--- config.mk ---
export PLATFORM = sky130hd
export DESIGN_NAME = universal_shiftreg_n
export DESIGN_NICKNAME = d
export VERILOG_FILES = /design/src/rtl/universal_shiftreg_n.sv
export SDC_FILE = /design/constraint.sdc
export NUM_CORES = 1
export LEC_CHECK = 0
export ABC_AREA = 1
export ABC_CLOCK_PERIOD_IN_PS = 1500
export CAP_MARGIN = 10
export CORE_AREA = 2 2 49 97
export CTS_BUF_LIST = sky130_fd_sc_hd__clkbuf_2 sky130_fd_sc_hd__clkbuf_4 sky130_fd_sc_hd__clkbuf_8
export DETAILED_ROUTE_END_ITERATION = 6
export DIE_AREA = 0 0 51 99
export GPL_ROUTABILITY_DRIVEN = 0
export PLACE_DENSITY = 0.71
export SLEW_MARGIN = 10
export SYNTH_ARGS = -nofsm -noshare
export SYNTH_HDL_FRONTEND = slang
export SYNTH_SLANG_ARGS = --single-unit
--- constraint.sdc ---
create_clock -name clock -period 1.5 [get_ports clock]
set_clock_uncertainty 0.15 [all_clocks]
set_input_delay 0.45 -clock clock [delete_from_list [all_inputs] [get_ports clock]]
set_output_delay 0.45 -clock clock [all_outputs]
set_load 0.03 [all_outputs]
--- src/rtl/universal_shiftreg_n.sv ---
// Parametrised universal shift register: load/clear/hold plus shifts and rotates by a
// programmable amount, executed one bit per clock under a start/busy/done handshake.
module universal_shiftreg_n #(
    parameter  int WIDTH = 8,
    localparam int SHW   = $clog2(WIDTH)
) (
    input  logic             clock,
    input  logic             reset,
    input  logic             start,
    input  logic [2:0]       MODE,
    input  logic [SHW-1:0]   SHAMT,
    input  logic [WIDTH-1:0] DATAIN,
    input  logic             SIN_R,
    input  logic             SIN_L,
    output logic [WIDTH-1:0] DATAOUT,
    output logic             SOUT,
    output logic             busy,
    output logic             done
);

    localparam logic [2:0] MODE_HOLD = 3'b000;
    localparam logic [2:0] MODE_LSR  = 3'b001;
    localparam logic [2:0] MODE_SL   = 3'b010;
    localparam logic [2:0] MODE_LOAD = 3'b011;
    localparam logic [2:0] MODE_ROR  = 3'b100;
    localparam logic [2:0] MODE_ROL  = 3'b101;
    localparam logic [2:0] MODE_ASR  = 3'b110;
    localparam logic [2:0] MODE_CLR  = 3'b111;

    typedef enum logic {
        ST_IDLE  = 1'b0,
        ST_SHIFT = 1'b1
    } state_t;

    state_t           state_q, state_d;
    logic [WIDTH-1:0] data_q,  data_d;
    logic             sout_q,  sout_d;
    logic             done_q,  done_d;
    logic             busy_q;
    logic [SHW-1:0]   cnt_q,   cnt_d;
    logic [2:0]       mode_q,  mode_d;

    // One 1-bit step of a shift/rotate mode; result is {bit shifted out, new data}.
    function automatic logic [WIDTH:0] step_f(
        input logic [2:0]       m,
        input logic [WIDTH-1:0] d,
        input logic             sr,
        input logic             sl
    );
        case (m)
            MODE_LSR: step_f = {d[0],       sr,         d[WIDTH-1:1]};
            MODE_SL:  step_f = {d[WIDTH-1], d[WIDTH-2:0], sl};
            MODE_ROR: step_f = {d[0],       d[0],       d[WIDTH-1:1]};
            MODE_ROL: step_f = {d[WIDTH-1], d[WIDTH-2:0], d[WIDTH-1]};
            MODE_ASR: step_f = {d[0],       d[WIDTH-1], d[WIDTH-1:1]};
            default:  step_f = {1'b0, d};
        endcase
    endfunction

    // Next-state logic: accept in IDLE, one step per clock in SHIFT.
    always_comb begin
        state_d = state_q;
        data_d  = data_q;
        sout_d  = sout_q;
        done_d  = 1'b0;
        cnt_d   = cnt_q;
        mode_d  = mode_q;
        case (state_q)
            ST_IDLE: begin
                if (start) begin
                    case (MODE)
                        MODE_HOLD: begin
                            done_d = 1'b1;
                        end
                        MODE_LOAD: begin
                            data_d = DATAIN;
                            done_d = 1'b1;
                        end
                        MODE_CLR: begin
                            data_d = {WIDTH{1'b0}};
                            sout_d = 1'b0;
                            done_d = 1'b1;
                        end
                        default: begin
                            // Shift amount 0 is a no-op that still completes the handshake.
                            if (SHAMT == {SHW{1'b0}}) begin
                                done_d = 1'b1;
                            end else begin
                                {sout_d, data_d} = step_f(MODE, data_q, SIN_R, SIN_L);
                                if (SHAMT == SHW'(1)) begin
                                    done_d = 1'b1;
                                end else begin
                                    cnt_d   = SHAMT - SHW'(1);
                                    mode_d  = MODE;
                                    state_d = ST_SHIFT;
                                end
                            end
                        end
                    endcase
                end else begin
                    done_d = 1'b0;
                end
            end
            ST_SHIFT: begin
                {sout_d, data_d} = step_f(mode_q, data_q, SIN_R, SIN_L);
                cnt_d = cnt_q - SHW'(1);
                if (cnt_q == SHW'(1)) begin
                    state_d = ST_IDLE;
                    done_d  = 1'b1;
                end else begin
                    state_d = ST_SHIFT;
                end
            end
            default: begin
                state_d = ST_IDLE;
            end
        endcase
    end

    // State and output registers; reset aborts any shift in progress without a done pulse.
    always_ff @(posedge clock or negedge reset) begin
        if (!reset) begin
            state_q <= ST_IDLE;
            data_q  <= {WIDTH{1'b0}};
            sout_q  <= 1'b0;
            done_q  <= 1'b0;
            busy_q  <= 1'b0;
            cnt_q   <= {SHW{1'b0}};
            mode_q  <= 3'b000;
        end else begin
            state_q <= state_d;
            data_q  <= data_d;
            sout_q  <= sout_d;
            done_q  <= done_d;
            busy_q  <= (state_d == ST_SHIFT);
            cnt_q   <= cnt_d;
            mode_q  <= mode_d;
        end
    end

    assign DATAOUT = data_q;
    assign SOUT    = sout_q;
    assign busy    = busy_q;
    assign done    = done_q;

endmodule

======== Word-level counts from Yosys, hierarchy flattened ========
Index checks and enable logic that the tools add are counted.
operators by class
  $add $sub $neg .......................... 2
  reduce and logical (&&, ||, !) cells .... 9
  equal/unequal tests ..................... 28
  muxes and demuxes ....................... 27
  bitwise operators ....................... 4
operators with widths
  cell                                                   number
  case mux 9 bit (5 select lines)                        2
  case mux 8 bit (3 select lines)                        1
  equality test 3 bit, second input constant             7
  two-way mux 8 bit                                      2
  case mux 8 bit (2 select lines)                        1
  inequality test 2 bit, second input constant           7
  equality test 3 x 1 -> 1 bit, second input constant    4
  two-way mux 1 bit                                      12
  two-way mux 3 bit                                      4
  AND reduction 5 bit                                    2
  equality test 3 x 2 -> 1 bit, second input constant    3
  inequality test 8 x 1 -> 1 bit, second input constant  1
  case mux 1 bit (2 select lines)                        4
  inequality test 7 x 1 -> 1 bit, second input constant  1
  AND reduction 7 bit                                    1
  zero test 3 bit                                        2
  inequality test 6 x 1 -> 1 bit, second input constant  1
  case mux 3 bit (2 select lines)                        1
  subtractor 3 x 1 -> 3 bit, second input constant       2
  inequality test 5 x 1 -> 1 bit, second input constant  1
  inequality test 4 x 2 -> 1 bit, second input constant  1
  inequality test 4 bit, second input constant           1
  inverter 1 bit                                         4
  AND reduction 4 bit                                    1
  4 further kinds                                        4
storage, ports and cells
  input port bits ......................... 19
  register bits ........................... 17
  output and inout bits ................... 11

======== Logic depth before layout (Yosys ltp) ========
Gate-level depths: netlist of run 1.
  depth after elaboration ................. 6
  mapped depth ............................ 10
  depth with buffers taken out ............ 9

======== Worst setup path before layout of run 1 ========
OpenSTA, ideal clock, no wires.
  path kind ............................... reg-to-reg
  from .................................... register busy (netlist name)
  to ...................................... register data_q[3], in the netlist DATAOUT[3]
  period minus slack after synthesis ...... 1640 ps
  required time ........................... 1232 ps
  stages on the path, launching flop included .. 10
  path buffers ............................ 2
  slack ................................... -140 ps
  arrival time ............................ 1373 ps
  path through ............................ dfrtp_1 -> buf_6 -> inv_2 -> nand3_1 -> nand3_2 -> nor2_4 -> buf_6 -> nand2_1 -> nor2_1 -> nor2_1
RTL lines
  element                 line  source
  end signal: assignment  124   data_q <= {WIDTH{1'b0}};
  end signal: assignment  132   data_q <= data_d;
  end: declaration        36    logic [WIDTH-1:0] data_q, data_d;

======== Worst setup path after layout of run 1 ========
  from .................................... register busy_q, in the netlist busy
  to ...................................... output port busy
RTL lines
  element                   line  source
  start: declaration        39    logic busy_q;
  start signal: assignment  135   busy_q <= (state_d == ST_SHIFT);
  end: declaration          17    output logic busy,
No word-level cell between the ends.

==> results.py, run 1 <==
metrics = {
    "status": {
        "status": "complete, but fails checks",
        "violations": "negative setup slack",
    },
    "synth": {
        "yosysTopAreaCellShare_pct": 29.0,
        "synth_area_leaders": "dfrtp_1 (29%), nand2_1 (27%), nor2_1 (7.9%), nand3_1 (7.2%), ha_1 (4.3%)",
        "avgSynthCellArea_um2": 6.06,
        "yosysSeqAreaShare_pct": 29.0,
        "yosys_warnings": 0,
        "synth_top_cell_by_area": "dfrtp_1",
        "synthCells": 242,
        "ys_seq_elements": 17,
        "netlist_area_mm2": 0.00147,
        "mappedNetlistNets": 266,
        "ys_types": 26,
    },
    "clocking": {
        "root_buffer": "clkbuf_8",
        "clk_latency_ns": 0.26,
        "clock_sinks": 17,
        "clk_pin_slew_ns": 0.07,
        "cts_buffers": 3,
        "cts_hold_buffers": 0,
        "htree_num_levels": 1,
        "clk_path_buf_depth": 2,
        "cts_tree": "built",
    },
    "placed_design": {
        "dp_slack_ns": -0.706,
        "port_buffers": 29,
        "dpl.hpwl_mm": 3.39,
        "placed_area_mm2": 0.00201,
    },
    "layout": {
        "multi_input_area_mm2": 0.00109,
        "final_area_mm2": 0.00241,
        "fin_nets": 346,
        "final_cell_mix": "nand2_1 (98), buf_4 (52), nor2_1 (26)",
        "diodes": 0,
        "area_growth_pct": 64.2,
        "ff_latch_area_um2": 438,
        "nFillCells": 426,
        "final_common_cell": "nand2_1",
        "drive_gt1_share_pct": 38.0,
    },
    "timing": {
        "worstMarginPinSlew_ns": 0.249,
        "tns_ns": -0.299,
        "setup_viol": 8,
        "timing_hold_violations_final": 0,
        "maxSlewViolCount": 0,
        "fin_crit_sh_pct": 106,
        "max-slew-margin-rel_pct": 83.3,
        "layout_setup_ws_ns": -0.0839,
        "fmax_ghz": 0.631,
        "rsz0062_at_grt": "yes",
        "min_period_ns": 1.58,
    },
    "setup_path": {
        "cp_data_required_time_ns": 0.90,
        "path_max_fanout": 4,
        "worst-setup-path-type": "register to primary output",
        "r2r_slack_ns": -0.05,
        "arrival_ns": 0.98,
        "crit_path_end_kind": "primary output",
        "start_kind": "register",
    },
    "global_route": {
        "grt_pass1_wl_mm": 8.49,
        "antenna_found_initial": 0,
        "grt_max_degree": 18,
        "grt-ovfl-total": 0,
        "grt_pass1_vias": 1864,
        "grt_util_all_layers_pct": 22.3,
    },
    "floorplanning": {
        "core_mm2": 0.00430,
        "io_pins": 30,
        "dieArea_mm2": 0.00505,
        "start_util_pct": 34.1,
        "die_h_um": 99,
        "num_rows": 34,
        "die_w_um": 51,
    },
    "pwr": {
        "power.density_mw_per_mm2": 1970,
        "ir_worst_vdd_mv": 0.879,
        "p_leak_nw": 1.24,
    },
    "routing": {
        "dr_wl_met3_um": 135,
        "top_layer": "met4",
        "viasPerCell": 5.06,
        "route.met2.wl_mm": 3.06,
        "drtIter0Drc": 40,
        "wl_met1_mm": 1.74,
        "num_vias": 1896,
        "drt-total-wl_mm": 5.18,
        "dr.pass1.iters": 4,
        "ant_nets": 0,
        "wl_per_cell_um": 13.8,
        "drc": 0,
    },
    "flow_run": {
        "drv_cap": 0,
    },
    "min_path": {
        "hold_path.class": "primary input to register",
    },
}
[flip-flops by register name, indices dropped and copies added, names as in the netlist]
name,count
DATAOUT,8
SOUT,1
busy,1
cnt_q,3
done,1
mode_q,3
[cell type report]
class | count | area share, %
repair buffers | 81 | 28.7
flip-flops and latches | 17 | 18.2
well taps | 54 | 2.81
multi-input cells | 201 | 45.2
clock inverters | 1 | 0.208
clock buffers | 3 | 1.71
inverters | 18 | 3.22
[stage by stage]
step	instances	hold WS, ns	utilization (%)	power, W
after floorplan	242	0.00441	-	0.00263
final	375	0.345	56.1	0.00475
after detailed placement	349	0.375	46.8	0.00358
after global routing	375	0.399	56.1	0.00514
after global placement	349	0.372	46.8	0.00352
after CTS	367	0.372	52.9	0.00438
[power by group]
group	switching (W)	total, W	internal [W]
Combinational	0.00198	0.00346	0.00148
Sequential	0.000210	0.000927	0.000717
Clock	0.000173	0.000358	0.000185
Total	0.00237	0.00475	0.00238
[final timing paths]
| path | from | endpoint | cells after the start |
|---|---|---|---|
| worst max-delay path | busy$_DFF_PN0_ | busy | 2 |
| worst min-delay path | SHAMT[0] | cnt_q[0]$_DFFE_PN0P_ | 4 |
| worst max register to register | busy$_DFF_PN0_ | DATAOUT[5]$_DFFE_PN0P_ | 7 |
| worst min register to register | SOUT$_DFFE_PN0P_ | SOUT$_DFFE_PN0P_ | 2 |
| max in group asynchronous | reset | DATAOUT[7]$_DFFE_PN0P_ | 2 |
| min in group asynchronous | reset | DATAOUT[5]$_DFFE_PN0P_ | 2 |
[what timing repair did]
item,4_1_cts,5_1_grt
setup endpoints to repair,26,21
cloned,1,0
setup buffers,13,8
pin swaps,19,12
resized for setup,61,25
[logic make-up after synthesis]
logic type      Yosys count  share of synthesized area (%)
simple gates            177                           51.4
fa+ha+maj                 5                           4.27
flops                    17                           29.0
buf+inv                  25                           8.45
xor+xnor                  2                           1.19
compound gates           16                           5.72
[critical path, stage by stage, from the launching register on]
cell and delay, ns:
dfrtp_2 0.45, buf_6 0.15, buf_6 0.13
[routing by layer]
metal | track usage [%] | vias up
met5 | 0 | -
met4 | 10.8 | 0
met3 | 1.52 | 17
met2 | 44.2 | 52
met1 | 21.6 | 906
li1 | - | 921
[cell usage after synthesis]
cell / n
a21oi_1: 2
buf_1: 1
buf_2: 1
buf_4: 3
buf_6: 2
dfrtp_1: 17
ha_1: 5
inv_1: 14
inv_2: 3
inv_4: 1
nand2_1: 107
nand2_2: 1
nand3_1: 21
nand3_2: 1
nand4_1: 7
nor2_1: 31
nor2_2: 5
nor2_4: 1
nor3_1: 1
nor3_4: 1
o21ai_0: 9
o21ai_1: 4
o21ai_2: 1
or2_1: 1
xnor2_1: 1
xor2_1: 1
Power figures use the tool's default switching activity.
==> inputs of run 2 (changes only) <==
--- a/config.mk
+++ b/config.mk
@@ -8,12 +8,15 @@
 export ABC_AREA = 1
 export ABC_CLOCK_PERIOD_IN_PS = 1500
 export CAP_MARGIN = 10
-export CORE_AREA = 2 2 49 97
+export CELL_PAD_IN_SITES_DETAIL_PLACEMENT = 0
+export CELL_PAD_IN_SITES_GLOBAL_PLACEMENT = 1
+export CORE_AREA = 2 2 51 100
 export CTS_BUF_LIST = sky130_fd_sc_hd__clkbuf_2 sky130_fd_sc_hd__clkbuf_4 sky130_fd_sc_hd__clkbuf_8
+export CTS_CLUSTER_SIZE = 25
 export DETAILED_ROUTE_END_ITERATION = 6
-export DIE_AREA = 0 0 51 99
+export DIE_AREA = 0 0 53 102
 export GPL_ROUTABILITY_DRIVEN = 0
-export PLACE_DENSITY = 0.71
+export PLACE_DENSITY = 0.88
 export SLEW_MARGIN = 10
 export SYNTH_ARGS = -nofsm -noshare
 export SYNTH_HDL_FRONTEND = slang
==> run 2 against run 1 <==
The run still ends with negative setup slack left. First-iteration DRC count down 33%. Setup slack better by 0.025 ns. Combinational power decreased by 3%. Global-route usage fell by 1.0 points. Die area grew 7.1%. Cell count fell by 0.53%. Critical path depth unchanged. Maximum frequency rose by 1.6%. Cell area decreased by 4.5%. Power down 2.6%. Highest routed layer unchanged.
==> results.py, run 2 (synthesized netlist as in run 1, its figures left out) <==
metrics = {
    "layout": {
        "ff_latch_area_um2": 437,
        "diodes": 0,
        "area_growth_pct": 56.9,
        "largest_reg_flops": 8,
        "drive_gt1_share_pct": 35.2,
        "multi_input_area_mm2": 0.00102,
        "nFillCells": 487,
        "final_common_cell": "nand2_1",
        "final_cell_mix": "nand2_1 (98), buf_4 (51), nor2_1 (31)",
        "fin_nets": 343,
    },
    "timing": {
        "setup_viol": 4,
        "max-slew-margin-rel_pct": 84.7,
        "maxSlewViolCount": 0,
        "tns_ns": -0.108,
        "worstMarginPinSlew_ns": 0.229,
        "fmax_ghz": 0.641,
        "rsz0062_at_grt": "yes",
        "layout_setup_ws_ns": -0.0592,
        "fin_crit_sh_pct": 104,
        "min_period_ns": 1.56,
        "timing_hold_violations_final": 0,
    },
    "pwr": {
        "p_leak_nw": 1.20,
        "p_sw_w": 0.00227,
        "ir_worst_vdd_mv": 1.26,
        "p_int_w": 0.00236,
        "power.density_mw_per_mm2": 2010,
        "pwr-share-clk_pct": 7.6,
        "p_seq_share_pct": 20.1,
        "sw_frac_of_total_pct": 49.0,
        "comb_power_share_pct": 72.4,
        "fin_total_pwr_w": 0.00463,
    },
    "clocking": {
        "clk_latency_ns": 0.25,
        "clock_sinks": 17,
        "clk_pin_slew_ns": 0.07,
        "htree_num_levels": 1,
        "clk_path_buf_depth": 2,
        "root_buffer": "clkbuf_8",
        "cts_tree": "built",
        "cts_hold_buffers": 0,
        "cts_buffers": 3,
    },
    "setup_path": {
        "timing.rr.start": "busy$_DFF_PN0_",
        "cp_data_required_time_ns": 0.90,
        "rr_endpoint": "DATAOUT[4]$_DFFE_PN0P_",
        "reg2reg_depth": 7,
        "worst-setup-path-type": "register to primary output",
        "arrival_ns": 0.96,
        "startpoint": "busy$_DFF_PN0_",
        "start_kind": "register",
        "crit_path_end_kind": "primary output",
        "path_max_fanout": 4,
        "r2r_slack_ns": -0.03,
    },
    "floorplanning": {
        "die_h_um": 102,
        "io_pins": 30,
        "num_rows": 35,
        "start_util_pct": 31.9,
        "die_w_um": 53,
        "dieArea_mm2": 0.00541,
        "core_mm2": 0.00460,
    },
    "placed_design": {
        "dp_slack_ns": -0.742,
        "port_buffers": 29,
        "dpl.hpwl_mm": 3.66,
    },
    "status": {
        "status": "complete, but fails checks",
        "violations": "negative setup slack",
    },
    "routing": {
        "drt-total-wl_mm": 4.98,
        "wl_per_cell_um": 13.3,
        "drtIter0Drc": 27,
        "dr.pass1.iters": 4,
        "drc": 0,
        "viasPerCell": 4.87,
        "num_vias": 1817,
        "ant_nets": 0,
    },
    "global_route": {
        "grt_pass1_wl_mm": 8.44,
        "grt-ovfl-total": 0,
        "grt_util_all_layers_pct": 21.2,
        "antenna_found_initial": 0,
        "grt_pass1_vias": 1934,
        "grt_max_degree": 18,
    },
    "min_path": {
        "whs_endpoint": "mode_q[0]$_DFFE_PN0P_",
        "holdPathStages": 3,
        "hp-start": "MODE[0]",
        "hold_path.class": "primary input to register",
    },
    "flow_run": {
        "drv_cap": 0,
    },
}
run 2: cell types whose count changed in the layout (fill, tap and decap cells not counted), sizes merged:
cell	delta
buf	-3
run 2: worst max-delay path: stages, from the launching register on:
cell	delay [ns]
dfrtp_2	0.45
buf_6	0.13
buf_6	0.13
run 2: repair_timing:
action                     CTS  global route
buffers inserted            12             5
pin swaps                   12            10
gates resized for setup     52            15
setup endpoints to repair   25            16
cloned                       1             0
run 2: worst max-delay path by stage:
stage                                  end  slack [ns]  cells past startpoint
finish                                busy       -0.06                      2
global route        DATAOUT[4]$_DFFE_PN0P_       -0.13                      7
CTS                                   busy       -0.04                      2
detailed placement  DATAOUT[5]$_DFFE_PN0P_       -0.74                      9
global placement     mode_q[1]$_DFFE_PN0P_       -0.67                     10
floorplan           DATAOUT[3]$_DFFE_PN0P_       -0.08                      9
run 2: power by group through the flow:
stage          Sequential (W)  Clock (W)  Combinational (W)
2_1_floorplan         0.00118          0            0.00145
3_3_place_gp          0.00102          0            0.00254
3_5_place_dp          0.00103          0            0.00259
4_1_cts              0.000935   0.000361            0.00317
5_1_grt              0.000951   0.000380            0.00375
6_report             0.000929   0.000350            0.00335
run 2: per-layer routing:
layer,global-route usage [%],part of all wire (%)
met4,15.4,5.8
met1,18.7,32
met2,40.9,58
met3,2.78,3.5
met5,0,0
run 2: through the flow:
| step | area, µm² | hold WS [ns] | utilization (%) | instances |
|---|---|---|---|---|
| 5_1_grt | 2300 | 0.370 | 50.0 | 373 |
| 3_3_place_gp | 2010 | 0.377 | 43.7 | 351 |
| 6_report | 2300 | 0.333 | 50.0 | 373 |
| 4_1_cts | 2240 | 0.350 | 48.6 | 368 |
| 3_5_place_dp | 2010 | 0.386 | 43.7 | 351 |
| 2_1_floorplan | 1480 | 0.00441 | - | 242 |
run 2: area by class of cell:
class | count | area share [%]
clock buffer | 3 | 1.79
clock inverter | 1 | 0.218
multi-input combinational | 201 | 44.5
tap | 55 | 2.99
sequential | 17 | 19.0
timing repair buffer | 78 | 28.3
inverter | 18 | 3.15
